[config.mk]
export PLATFORM = sky130hd
export DESIGN_NAME = dm_dmi_slave_flat
export DESIGN_NICKNAME = d
export VERILOG_FILES = /design/src/rtl/dbg_defines.sv /design/src/rtl/dm_dmi_slave_if.sv /design/src/rtl/dm_abs_cmd.sv /design/src/rtl/dm_dmi_slave.sv /design/src/flat_wrapper.sv
export SDC_FILE = /design/constraint.sdc
export NUM_CORES = 1
export LEC_CHECK = 0
export CORE_MARGIN = 2
export CORE_UTILIZATION = 50
export CTS_BUF_LIST = sky130_fd_sc_hd__clkbuf_4 sky130_fd_sc_hd__clkbuf_8
export DETAILED_ROUTE_END_ITERATION = 6
export GPL_ROUTABILITY_DRIVEN = 1
export PLACE_DENSITY = 0.9
export SLEW_MARGIN = 20
export SYNTH_ARGS = -nofsm -noshare
export SYNTH_HDL_FRONTEND = slang
export SYNTH_HIERARCHICAL = 1
export SYNTH_SLANG_ARGS = --single-unit
[constraint.sdc]
create_clock -name TCK -period 3.4 [get_ports TCK]
set_clock_uncertainty 0.1 [all_clocks]
set_input_delay 0.68 -clock TCK [delete_from_list [all_inputs] [get_ports TCK]]
set_output_delay 0.68 -clock TCK [all_outputs]
set_load 0.1 [all_outputs]
[src/rtl/dbg_defines.sv]
// dbg_defines: shared DMI widths, op/resp codes, DM register map, cmderr codes and FSM encodings
package dbg_defines;
  localparam int DBUS_ADDR_WIDTH = 7;
  localparam int DBUS_DATA_WIDTH = 32;
  localparam int DBUS_OP_WIDTH = 2;
  localparam int DTM_REQ_WIDTH = DBUS_ADDR_WIDTH + DBUS_DATA_WIDTH + DBUS_OP_WIDTH;
  localparam int DMI_RESP_WIDTH = DBUS_DATA_WIDTH + 2;
  localparam logic [1:0] OP_NOP = 2'd0;
  localparam logic [1:0] OP_READ = 2'd1;
  localparam logic [1:0] OP_WRITE = 2'd2;
  localparam logic [1:0] OP_RSVD = 2'd3;
  localparam logic [1:0] RESP_OK = 2'd0;
  localparam logic [1:0] RESP_FAIL = 2'd2;
  localparam logic [1:0] RESP_BUSY = 2'd3;
  localparam logic [6:0] ADDR_DATA0 = 7'h04;
  localparam logic [6:0] ADDR_DMCONTROL = 7'h10;
  localparam logic [6:0] ADDR_DMSTATUS = 7'h11;
  localparam logic [6:0] ADDR_HARTINFO = 7'h12;
  localparam logic [6:0] ADDR_ABSTRACTCS = 7'h16;
  localparam logic [6:0] ADDR_COMMAND = 7'h17;
  localparam logic [6:0] ADDR_PROGBUF0 = 7'h20;
  localparam logic [6:0] ADDR_PROGBUF1 = 7'h21;
  localparam logic [2:0] CMDERR_NONE = 3'd0;
  localparam logic [2:0] CMDERR_BUSY = 3'd1;
  localparam logic [2:0] CMDERR_NOTSUP = 3'd2;
  localparam logic [2:0] CMDERR_EXCEPTION = 3'd3;
  localparam logic [2:0] CMDERR_HALTRESUME = 3'd4;
  typedef enum logic {D_IDLE, D_RESP} dmi_state_e;
  typedef enum logic [1:0] {A_IDLE, A_REQ, A_WAIT} abs_state_e;
endpackage

[src/rtl/dm_dmi_slave_if.sv]
// dm_dmi_slave_if: DMI request/response handshake between the DTM (master) and the DM (slave)
interface dm_dmi_slave_if;
  import dbg_defines::*;
  logic dtm_valid;
  logic dmi_ready;
  logic [DTM_REQ_WIDTH-1:0] dtm_bits;
  logic dmi_valid;
  logic dtm_ready;
  logic [DMI_RESP_WIDTH-1:0] dmi_bits;
  modport master (output dtm_valid, dtm_bits, dtm_ready, input dmi_ready, dmi_valid, dmi_bits);
  modport slave (input dtm_valid, dtm_bits, dtm_ready, output dmi_ready, dmi_valid, dmi_bits);
endinterface

[src/rtl/dm_abs_cmd.sv]
// dm_abs_cmd: abstract register-access sequencer with timeout and cmderr; DM_PROGBUF_EN enables postexec reporting
module dm_abs_cmd
  import dbg_defines::*;
#(
  parameter int ABS_TIMEOUT = 255
) (
  input  logic        clk,
  input  logic        rst,
  input  logic        clr,
  input  logic        cmd_wr,
  input  logic [31:0] cmd,
  input  logic        hart_halted,
  input  logic [2:0]  w1c,
  input  logic        busy_err,
  input  logic        abs_ack,
  output logic        busy,
  output logic [2:0]  cmderr,
  output logic        abs_write,
  output logic [15:0] abs_regno,
  output logic        ld_data0
);
  localparam int CW = $clog2(ABS_TIMEOUT + 1);
  abs_state_e state;
  logic [CW-1:0] cnt;
  logic post, post_q, bad, unused_cmd;
`ifdef DM_PROGBUF_EN
  assign post = cmd[18];
`else
  assign post = 1'b0;
`endif
  assign unused_cmd = ^{cmd[23], cmd[19:18]};
  assign busy = state != A_IDLE;
  assign ld_data0 = busy && abs_ack && !abs_write;
  assign bad = cmd[31:24] != 8'd0 || cmd[22:20] != 3'd2;
  always_ff @(posedge clk) begin
    if (rst || clr) begin
      state <= A_IDLE;
      cnt <= '0;
      post_q <= 1'b0;
      cmderr <= CMDERR_NONE;
      abs_write <= 1'b0;
      abs_regno <= '0;
    end else begin
      if (busy_err && cmderr == CMDERR_NONE) cmderr <= CMDERR_BUSY;
      else if (|w1c) cmderr <= cmderr & ~w1c;
      case (state)
        A_IDLE: if (cmd_wr && cmderr == CMDERR_NONE) begin
          if (bad) cmderr <= CMDERR_NOTSUP;
          else if (!hart_halted) cmderr <= CMDERR_HALTRESUME;
          else if (cmd[17]) begin
            state <= A_REQ;
            cnt <= '0;
            post_q <= post;
            abs_write <= cmd[16];
            abs_regno <= cmd[15:0];
          end else if (post) cmderr <= CMDERR_NOTSUP;
        end
        default: if (abs_ack) begin
          state <= A_IDLE;
          if (post_q) cmderr <= CMDERR_NOTSUP;
        end else if (cnt == CW'(ABS_TIMEOUT - 1)) begin
          state <= A_IDLE;
          cmderr <= CMDERR_EXCEPTION;
        end else begin
          state <= A_WAIT;
          cnt <= cnt + 1'b1;
        end
      endcase
    end
  end
endmodule

[src/rtl/dm_dmi_slave.sv]
// dm_dmi_slave: RISC-V Debug Module front end behind the DTM; DM_PROGBUF_EN adds progbuf0/progbuf1
module dm_dmi_slave
  import dbg_defines::*;
#(
  parameter int ABS_TIMEOUT = 255
) (
  input  logic          TCK,
  input  logic          TRST,
  dm_dmi_slave_if.slave dmi,
  output logic          halt_req,
  output logic          resume_req,
  output logic          ndmreset,
  input  logic          hart_halted,
  input  logic          hart_resumeack,
  output logic          abs_req,
  output logic          abs_write,
  output logic [15:0]   abs_regno,
  output logic [31:0]   abs_wdata,
  input  logic          abs_ack,
  input  logic [31:0]   abs_rdata
);
  dmi_state_e state;
  logic [DBUS_ADDR_WIDTH-1:0] addr;
  logic [DBUS_DATA_WIDTH-1:0] wdata, rdata, rsp_data, data0;
  logic [DBUS_OP_WIDTH-1:0] op;
  logic [1:0] resp;
  logic [2:0] cmderr;
  logic [4:0] progbufsize;
  logic dmactive, resumeack, busy, ld_data0;
  logic accept, busy_reg, busy_acc, wr, dm_clear, res_wr, res_pulse;
  assign {addr, wdata, op} = dmi.dtm_bits;
  assign accept = state == D_IDLE && dmi.dtm_valid;
`ifdef DM_PROGBUF_EN
  logic [31:0] progbuf0, progbuf1;
  assign progbufsize = 5'd2;
  assign busy_reg = addr inside {ADDR_DATA0, ADDR_COMMAND, ADDR_PROGBUF0, ADDR_PROGBUF1};
`else
  assign progbufsize = 5'd0;
  assign busy_reg = addr inside {ADDR_DATA0, ADDR_COMMAND};
`endif
  assign busy_acc = busy && busy_reg && (op == OP_READ || op == OP_WRITE);
  assign wr = accept && op == OP_WRITE && !busy_acc;
  assign dm_clear = wr && addr == ADDR_DMCONTROL && !wdata[0];
  assign res_wr = wr && addr == ADDR_DMCONTROL && wdata[0] && wdata[30];
  // haltreq in the same write suppresses the resume pulse
  assign res_pulse = res_wr && !wdata[31] && hart_halted;
  assign resp = op == OP_RSVD ? RESP_FAIL : busy_acc ? RESP_BUSY : RESP_OK;
  assign rsp_data = (op == OP_READ && !busy_acc) ? rdata : '0;
  assign abs_req = busy && !TRST;
  assign abs_wdata = data0;
  always_comb begin
    rdata = '0;
    case (addr)
      ADDR_DATA0: rdata = data0;
      ADDR_DMCONTROL: rdata = {halt_req, 29'b0, ndmreset, dmactive};
      ADDR_DMSTATUS: rdata = {14'b0, {2{resumeack}}, 4'b0, {2{!hart_halted}}, {2{hart_halted}}, 1'b1, 3'b0, 4'd2};
      ADDR_ABSTRACTCS: rdata = {3'b0, progbufsize, 11'b0, busy, 1'b0, cmderr, 4'b0, 4'd1};
`ifdef DM_PROGBUF_EN
      ADDR_PROGBUF0: rdata = progbuf0;
      ADDR_PROGBUF1: rdata = progbuf1;
`endif
      default: rdata = '0;
    endcase
  end
  always_ff @(posedge TCK) begin
    if (TRST) begin
      state <= D_IDLE;
      dmi.dmi_ready <= 1'b1;
      dmi.dmi_valid <= 1'b0;
      dmi.dmi_bits <= '0;
    end else if (state == D_IDLE) begin
      if (dmi.dtm_valid) begin
        state <= D_RESP;
        dmi.dmi_ready <= 1'b0;
        dmi.dmi_valid <= 1'b1;
        dmi.dmi_bits <= {rsp_data, resp};
      end
    end else if (dmi.dtm_ready) begin
      state <= D_IDLE;
      dmi.dmi_ready <= 1'b1;
      dmi.dmi_valid <= 1'b0;
    end
  end
  always_ff @(posedge TCK) begin
    if (TRST || dm_clear) begin
      data0 <= '0;
      halt_req <= 1'b0;
      ndmreset <= 1'b0;
      dmactive <= 1'b0;
      resumeack <= 1'b0;
      resume_req <= 1'b0;
`ifdef DM_PROGBUF_EN
      progbuf0 <= '0;
      progbuf1 <= '0;
`endif
    end else begin
      resume_req <= res_pulse;
      resumeack <= hart_resumeack || (resumeack && !res_wr);
      if (ld_data0) data0 <= abs_rdata;
      if (wr && addr == ADDR_DMCONTROL) {halt_req, ndmreset, dmactive} <= {wdata[31], wdata[1], 1'b1};
      if (wr && dmactive && addr == ADDR_DATA0) data0 <= wdata;
`ifdef DM_PROGBUF_EN
      if (wr && dmactive && addr == ADDR_PROGBUF0) progbuf0 <= wdata;
      if (wr && dmactive && addr == ADDR_PROGBUF1) progbuf1 <= wdata;
`endif
    end
  end
  dm_abs_cmd #(.ABS_TIMEOUT(ABS_TIMEOUT)) u_abs (
    .clk(TCK),
    .rst(TRST),
    .clr(dm_clear),
    .cmd_wr(wr && dmactive && addr == ADDR_COMMAND),
    .cmd(wdata),
    .hart_halted(hart_halted),
    .w1c((wr && dmactive && addr == ADDR_ABSTRACTCS) ? wdata[10:8] : 3'b0),
    .busy_err(accept && busy_acc),
    .abs_ack(abs_ack),
    .busy(busy),
    .cmderr(cmderr),
    .abs_write(abs_write),
    .abs_regno(abs_regno),
    .ld_data0(ld_data0)
  );
endmodule

[src/flat_wrapper.sv]
// flat-port wrapper written by rule: the top's interface ports become plain ports
module dm_dmi_slave_flat import dbg_defines::*;
#(
  parameter int ABS_TIMEOUT = 255
)
  (TCK, TRST, halt_req, resume_req, ndmreset, hart_halted, hart_resumeack, abs_req, abs_write, abs_regno, abs_wdata, abs_ack, abs_rdata, dmi_dtm_valid, dmi_dtm_bits, dmi_dtm_ready, dmi_dmi_ready, dmi_dmi_valid, dmi_dmi_bits);
  dm_dmi_slave_if dmi_i ();
  input  logic TCK;
  input  logic TRST;
  output logic halt_req;
  output logic resume_req;
  output logic ndmreset;
  input  logic hart_halted;
  input  logic hart_resumeack;
  output logic abs_req;
  output logic abs_write;
  output logic [15:0] abs_regno;
  output logic [31:0] abs_wdata;
  input  logic abs_ack;
  input  logic [31:0] abs_rdata;
  input wire logic [$bits(dmi_i.dtm_valid)-1:0] dmi_dtm_valid;
  input wire logic [$bits(dmi_i.dtm_bits)-1:0] dmi_dtm_bits;
  input wire logic [$bits(dmi_i.dtm_ready)-1:0] dmi_dtm_ready;
  output wire logic [$bits(dmi_i.dmi_ready)-1:0] dmi_dmi_ready;
  output wire logic [$bits(dmi_i.dmi_valid)-1:0] dmi_dmi_valid;
  output wire logic [$bits(dmi_i.dmi_bits)-1:0] dmi_dmi_bits;
  assign dmi_i.dtm_valid = dmi_dtm_valid;
  assign dmi_i.dtm_bits = dmi_dtm_bits;
  assign dmi_i.dtm_ready = dmi_dtm_ready;
  assign dmi_dmi_ready = dmi_i.dmi_ready;
  assign dmi_dmi_valid = dmi_i.dmi_valid;
  assign dmi_dmi_bits = dmi_i.dmi_bits;
  dm_dmi_slave #(.ABS_TIMEOUT(ABS_TIMEOUT)) u_core (.TCK(TCK), .TRST(TRST), .dmi(dmi_i), .halt_req(halt_req), .resume_req(resume_req), .ndmreset(ndmreset), .hart_halted(hart_halted), .hart_resumeack(hart_resumeack), .abs_req(abs_req), .abs_write(abs_write), .abs_regno(abs_regno), .abs_wdata(abs_wdata), .abs_ack(abs_ack), .abs_rdata(abs_rdata));
endmodule
==> results of run 1 <==
[power by group through the flow]
stage	Clock [mW]	Combinational [mW]	Sequential [mW]
global placement	0	0.207	1.25
CTS	0.829	0.211	1.23
floorplan	0	0.0527	1.28
finish	0.819	0.213	1.23
detailed placement	0	0.210	1.25
global route	0.867	0.224	1.23
[metrics by stage]
stage               cells  total power [mW]  utilization (%)  hold slack, ns  setup WS, ns
global route          763              2.32             70.6           0.400         0.503
finish                763              2.26             70.6           0.370         0.553
global placement      747              1.46             68.3           0.341         0.315
CTS                   763              2.27             70.6           0.366         0.630
floorplan             483              1.33                -           0.339         0.437
detailed placement    747              1.46             68.3           0.342         0.220
[worst max-delay path, delay by kind of cell]
kind	cells	cell delay (ns)
AO/OA/AOI/OAI	1	0.07
buffers and inverters	2	0.74
AND/OR/NAND/NOR	3	1.47
[cell type report]
type / instances / area (um2)
sequential: 104 / 2080
timing repair buffer: 183 / 1580
tap: 111 / 139
clock buffer: 9 / 124
clock inverter: 7 / 83.8
inverter: 10 / 37.5
multi-input combinational: 339 / 2350
fill: 667 / 2670
[state kept, by name, indices dropped and copies added, names as in the netlist]
signal                  cells
u_core/u_abs/abs_write      1
u_core/u_abs/state          2
u_core/state                1
u_core/resumeack            1
u_core/halt_req             1
u_core/u_abs/cmderr         3
u_core/u_abs/abs_regno     16
u_core/resume_req           1
u_core/dmactive             1
u_core/dmi.dmi_bits        34
u_core/dmi.dmi_valid        1
u_core/u_abs/cnt            8
u_core/abs_wdata           32
u_core/ndmreset             1
u_core/dmi.dmi_ready        1
[final timing paths]
check,from,to,slack (ns),cells after the start
worst max-delay path,dmi_dtm_bits[37],u_core/abs_wdata[21],0.55,6
worst min-delay path,u_core/dmi.dmi_bits[11],u_core/dmi.dmi_bits[11],0.37,2
worst max register to register,u_core/u_abs/state[1],u_core/u_abs/abs_regno[1],0.85,9
worst min register to register,u_core/dmi.dmi_bits[11],u_core/dmi.dmi_bits[11],0.37,2
[cell usage after synthesis (2+ instances only)]
library cell	count
a22o_1	3
a21oi_1	18
nand4_1	2
o22ai_1	3
nand2b_1	4
buf_2	5
dfxtp_1	104
a211oi_2	20
nand4b_1	2
a222oi_1	3
nand2_1	10
a22oi_1	24
o21ai_0	5
nor3_1	6
o31ai_1	11
nand3b_1	9
and2_1	3
o21bai_1	2
buf_4	2
nand3_1	5
o21ai_1	2
ha_1	5
buf_6	4
and3_1	6
mux2i_1	52
and3b_1	2
nor4_1	6
a211oi_1	14
clkbuf_1	19
nor2b_1	5
nor2_1	94
inv_1	9
a31oi_1	4
[routing by layer]
metal  GRT usage (%)  vias to the layer above
li1                -                     2094
met1            32.3                     2138
met2            46.2                      229
met3            6.62                       36
met4            12.3                        0
met5               0                        -
[logic make-up after synthesis]
group                    share of synthesized area (%)
multiplexers                                      11.3
AO/OA/AOI/OAI                                     19.8
flip-flops                                        45.2
AND/OR/NAND/NOR                                   18.2
adder cells (fa/ha/maj)                           1.36
buffers and inverters                             4.21
==> flow_summary.yaml, run 1 <==
power:
  p_comb_share_pct: 9.4
  ir_drop_mv: 0.344
  p_switching_mw: 0.574
  p_seq_share_pct: 54.3
  p_leak_nw: 2.61
  internal_power_mw: 1.68
  swShare_pct: 25.4
  clockPowerShare_pct: 36.3
  power_density_nw_per_um2: 353
die:
  die_x_um: 100
  rows: 35
  coreArea_um2: 9060
  start_util_pct: 50.8
  die_area_um2: 9990
  ios: 169
  die_y_um: 100
route:
  vias: 4497
  dr_wl_met2_um: 6840
  maxUsedRoutingLayer: "met4"
  route.final.wire_length_um: 14000
  wl_met1_um: 5600
  antenna_left: 0
  drt-initial-drc-count: 211
  routed-wl-met3_um: 1060
  drt_pass1_iterations: 7
  drc_errors: 0
  viasPerCell: 5.89
  wire_per_inst_um: 18.3
clocking:
  post_cts_resized: 0
  cts-hold-fix-buffers: 0
  cts_setup_buffers: 0
  htreeDepth: 3
  clkSinkCount: 104
  path_clk_slew_ns: 0.10
  tritoncts: "built"
  clk_path_buf_depth: 2
  cts_root_buf: "clkbuf_8"
  cts_made_buffers: 9
  clkLatencyLatePin_ns: 0.38
synth:
  synth_top_area_share_pct: 45.2
  avgSynthCellArea_um2: 9.53
  synthDistinctLibCells: 53
  syn_nets: 568
  synth-edff-count: 0
  synth_area_leader_cell: "dfxtp_1"
  async_reset_ff_share_pct: 0
  ys_ff_latch: 104
  netlist_area_um2: 4600
  ys_seq_area_share_pct: 45.2
  synthTopCellsByArea: "dfxtp_1 45%, mux2i_1 11%, nor2_1 7.7%, a211oi_2 5.4%, a22oi_1 3.9%"
  yosys_warnings: 6
  synth_ff_type: "dfxtp_1"
  synthCells: 483
timing:
  setup_viol: 0
  finalHoldViolCount: 0
  fmax_mhz: 351
  relSlewSlack_pct: 59.5
  slew_violations: 0
  setup_tns_ns: 0
  rsz0062_at_grt: "false"
  min_period_over_period_pct: 83.7
  min_period_ns: 2.85
  tightestPinTransition_ns: 0.605
layout:
  layout_commonest_cell: "dfxtp_1"
  final_area_um2: 6400
  area_growth_pct: 38.9
  most-common-layout-cells: "104 x dfxtp_1, 103 x buf_4, 94 x nor2_1"
  final_nets: 732
  antennaDiodeCount: 0
  drive_gt1_share_pct: 23.5
worst_hold_path:
  hold_path_class: "flop to flop"
grt:
  grt_antenna_before_repair: 0
  grt_pass1_wl_um: 21400
  grt_overflow_total: 0
  grt_max_degree: 65
  grt_usage_pct: 27.1
  grt_pass1_vias: 4377
critical_path:
  worstPathRequired_ns: 3.54
  crit_chain: "clkdlybuf4s50_1, or4b_4, or4_2, buf_12, nor2_1, a211oi_1"
  cp_slowest_cell: "or4_2"
  worstSetupStartpointType: "input port"
  critPathMaxStageDelay_ns: 0.68
  path_class: "input port to flop"
  crit_fanout: 64
  end_kind: "flop"
  crit_arrival_ns: 2.99
flow_run:
  cap_violations: 0
place:
  dp_hpwl_um: 10300
  finalWeightedCongestion: 0.843
  placed_area_um2: 6190
  port_buffers: 168
run_status:
  status: "complete, no violations"
Note: power is estimated with default switching activity, not from simulation.
==> run 2: changes to the inputs <==
Settings changed: CORE_UTILIZATION 50 to 46, PLACE_DENSITY 0.9 to 0.83.
Clock period 3.4 ns to 2.8 ns, I/O delays scaled along.
==> run 2 against run 1 <==
Compared with the run above:
- flip-flop and latch count stayed put
- routed wire length rose by 0.49%
- cell count rose by 5.5%
- combinational power grew 30%
- die area grew 8.3%
- cell area rose by 3.8%
- clock power is 14% higher
- largest cell class unchanged
- largest power group unchanged
- highest routed layer unchanged
==> flow_summary.yaml, run 2 (same netlist as run 1, synthesis figures left out) <==
clocking:
  clk_path_buf_depth: 2
  cts_made_buffers: 9
  post_cts_resized: 0
  cts_setup_buffers: 0
  cts-hold-fix-buffers: 0
  path_clk_slew_ns: 0.11
  tritoncts: "built"
  clkSinkCount: 104
  clkLatencyLatePin_ns: 0.37
  cts_root_buf: "clkbuf_8"
  htreeDepth: 3
timing:
  finalHoldViolCount: 0
  setup_viol: 0
  min_period_ns: 2.64
  tightestPinTransition_ns: 0.518
  fmax_mhz: 379
  rsz0062_at_grt: "false"
  slew_violations: 0
  setup_tns_ns: 0
  relSlewSlack_pct: 65.5
  min_period_over_period_pct: 94.2
  timing.final.ws_setup_ns: 0.163
worst_hold_path:
  hold_depth: 2
  worstHoldStart: "u_core/dmi.dmi_bits[11]"
  hold_path_class: "flop to flop"
die:
  rows: 36
  start_util_pct: 47.3
  coreArea_um2: 9730
  die_area_um2: 10800
  ios: 169
  die_x_um: 104
  die_y_um: 104
grt:
  grt_pass1_wl_um: 22200
  grt_pass1_vias: 4480
  grt_antenna_before_repair: 0
  grt_usage_pct: 25.3
  grt_max_degree: 65
  grt_overflow_total: 0
critical_path:
  cp-startpoint: "dmi_dtm_bits[37]"
  crit_arrival_ns: 2.82
  cp_slowest_cell: "or4_2"
  reg2reg_depth: 7
  end_kind: "flop"
  path_class: "input port to flop"
  r2r_start: "u_core/u_abs/state[1]"
  crit_chain: "clkdlybuf4s50_1, or4b_4, or4_2, buf_12, a211oi_1"
  crit_fanout: 64
  worstPathRequired_ns: 2.98
  worstSetupStartpointType: "input port"
  critPathMaxStageDelay_ns: 0.68
route:
  viasPerCell: 5.56
  route.final.wire_length_um: 14000
  wire_per_inst_um: 17.4
  vias: 4473
  drc_errors: 0
  antenna_left: 0
  drt_pass1_iterations: 5
  drt-initial-drc-count: 204
layout:
  antennaDiodeCount: 0
  final_nets: 752
  largest_reg_flops: 34
  most-common-layout-cells: "117 x buf_4, 104 x dfxtp_1, 94 x nor2_1"
  area_growth_pct: 44.2
  regMostFlops: "u_core/dmi.dmi_bits"
  drive_gt1_share_pct: 25.7
  layout_commonest_cell: "buf_4"
place:
  dp_hpwl_um: 10600
  finalWeightedCongestion: 0.863
  post-place-ws_ns: -0.195
  port_buffers: 168
power:
  ir_drop_mv: 0.234
  p_leak_nw: 2.72
  power_mw: 2.70
  power_density_nw_per_um2: 406
flow_run:
  cap_violations: 0
run_status:
  status: "complete, no violations"
-- run 2: where the power goes --
group          internal, mW  switching (mW)
Sequential             1.48         0.00493
Clock                 0.371           0.561
Combinational         0.144           0.133
Total                  2.00           0.698
-- run 2: stage by stage --
step,cell area (um2),hold slack [ns],utilization (%),instances
6_report,6640,0.364,68.2,805
5_1_grt,6640,0.390,68.2,805
4_1_cts,6640,0.365,68.2,805
3_5_place_dp,6440,0.344,66.2,789
3_3_place_gp,6440,0.346,66.2,789
2_1_floorplan,4600,0.339,-,483
-- run 2: critical path: cells and delay by family --
family          cells  cell delay (ns)
compound gates      1             0.28
buf+inv             2             0.69
simple gates        2             1.23
-- run 2: layer usage --
layer	part of all wire, %	vias to the layer above	global-route usage [%]
met3	7.0	28	7.02
li1	-	2131	-
met2	51	207	44.6
met5	0	-	0
met4	2.5	0	8.78
met1	40	2107	29.3
-- run 2: path summary, 6_finish.rpt --
check	endpoint	slack, ns
min	u_core/dmi.dmi_bits[11]	0.36
max reg2reg	u_core/abs_wdata[15]	0.28
max	u_core/abs_wdata[15]	0.16
min reg2reg	u_core/dmi.dmi_bits[11]	0.36
-- run 2: layout make-up --
cell class / instances / area [um2]
clock buffer: 10 / 138
clock inverter: 6 / 57.6
fill: 795 / 3090
inverter: 10 / 37.5
multi-input combinational: 339 / 2350
sequential: 104 / 2080
tap: 133 / 166
timing repair buffer: 203 / 1800
==> variant, RTL diff (flow settings as in run 1) <==
Add a define of `DM_PROGBUF_EN`.
--- a/src/rtl/dm_abs_cmd.sv
+++ b/src/rtl/dm_abs_cmd.sv
@@ -1,4 +1,6 @@
 // dm_abs_cmd: abstract register-access sequencer with timeout and cmderr; DM_PROGBUF_EN enables postexec reporting
+`define DM_PROGBUF_EN
+
 module dm_abs_cmd
   import dbg_defines::*;
 #(
Function: changed (a bounded check fails within 4 cycles, from zero or initial values and one cycle with TRST high).
==> variant against run 1 <==
  * Area after synthesis up 62%
  * Design area up 51%
  * Non-clock buffer count up 26
  * Hold slack worse by 0.016 ns
  * Sequential cell count up 65
  * Critical path depth up 5
  * Routed wire length up 63%
  * Worst setup slack better by 0.076 ns
  * Power up 70%
  * Largest power group unchanged
==> variant: results (changes against run 1) <==
[outcome]
outcome=complete, no violations

[setup_path]
critPathLaunch=dmi_dtm_bits[0]
max_stage_delay_ns=0.51  ; -0.17 ns
cp_slowest_cell=clkdlybuf4s50_1
worstReg2RegEnd=u_core/u_abs/abs_regno[0]
cp_data_arrival_time_ns=3.05  ; +0.06 ns
cp_max_fo=6  ; -91%
reg2reg_slack_ns=0.88  ; +0.03 ns

[drt]
vias_per_cell=5.88  ; -0.28%
drt_pass1_iterations=5  ; -2
vias=7429  ; +65%
drtIter0Drc=697  ; +230%

[worst_hold_path]
hold_end=u_core/progbuf1[30]
hp-start=u_core/progbuf1[30]

[global_routing]
grt_use_total_pct=28.1  ; +1.0 points
grt_pass1_vias=6878  ; +57%
grt_pass1_wl_um=35700  ; +67%

[placement]
place.gp.congestion=0.868  ; +3.0%
dp_hpwl_um=15500  ; +49%
placedInstanceArea_um2=9250  ; +50%

[clocking]
clk_latency_ns=0.46  ; +0.08 ns
numCtsBuffers=17  ; +8
htreeDepth=4  ; +1

[timing]
tightest_slew_ns=0.524  ; -0.0812 ns
whs_ns=0.354  ; -0.0160 ns

[logic_synthesis]
ys_seq_area_share_pct=45.4  ; +0.14 points
synth_nets=990  ; +74%
synth.top_cells.by_area=dfxtp_1, nand2_1, a21oi_1, mux2i_1, a211oi_1
synthCells=905  ; +87%
yosysTopAreaCellShare_pct=45.4  ; +0.14 points

[cells_and_area]
fin_nets=1153  ; +58%

==> variant: cell types whose count changed in the layout (fill, tap and decap cells not counted), moves of 26 or more <==
cell	delta
a21oi_1	+104
dfxtp_1	+65
nand2_1	+166
nand3_1	+26
nor2_1	-28
o21ai_0	+43
==> variant: final cells by class <==
class | instances | area [µm²]
Clock buffer | 21 | 270
Clock inverter | 10 | 168
Fill cell | 1197 | 4840
Inverter | 10 | 37.5
Multi-Input combinational cell | 661 | 3740
Sequential cell | 169 | 3380
Tap cell | 184 | 230
Timing Repair Buffer | 209 | 1860
==> variant: where the power goes <==
part	leakage, nW	total [mW]	internal [mW]	switching, mW
Sequential	1.36	1.99	1.98	0.00377
Combinational	1.88	0.288	0.130	0.158
Clock	0.226	1.58	0.848	0.729
==> variant: kinds of logic after synthesis <==
| logic type | count (synthesis) | share of synthesized area [%] |
|---|---|---|
| AO/OA/AOI/OAI | 255 | 20.2 |
| XOR/XNOR | 1 | 0.117 |
| adder cells (fa/ha/maj) | 5 | 0.839 |
| buffers and inverters | 75 | 4.76 |
| flip-flops | 169 | 45.4 |
| multiplexers | 56 | 7.53 |
| AND/OR/NAND/NOR | 344 | 21.2 |
==> variant: metal layers <==
metal	GRT usage (%)	vias up	part of all wire (%)
met5	0	-	0
met2	46.3	379	48
met3	6.67	47	9.4
met1	36.2	3497	40
li1	-	3506	-
met4	9.76	0	2.5
==> variant: metrics by stage <==
stage / utilization, % / worst slack (ns) / power, mW
floorplan: - / 0.413 / 2.14
CTS: 66.7 / 0.659 / 3.86
detailed placement: 63.7 / 0.184 / 2.32
global placement: 63.7 / 0.243 / 2.31
finish: 66.7 / 0.628 / 3.85
global route: 66.7 / 0.487 / 3.97
==> variant: worst max path at each step <==
stage                                      endpoint  slack (ns)  depth (start not counted)
after floorplan                             abs_req        0.41                          2
after global placement          u_core/u_abs/cnt[6]        0.24                         11
after detailed placement        u_core/u_abs/cnt[6]        0.18                         11
after CTS                       u_core/u_abs/cnt[5]        0.66                         11
after global routing      u_core/u_abs/abs_regno[0]        0.49                         10
final                           u_core/u_abs/cnt[5]        0.63                         11
==> variant: worst max-delay path, delay by kind of cell <==
kind | cells | cell delay [ns]
AO/OA/AOI/OAI | 3 | 0.81
adder cells (fa/ha/maj) | 1 | 0.29
AND/OR/NAND/NOR | 4 | 0.57
buffers and inverters | 3 | 0.70
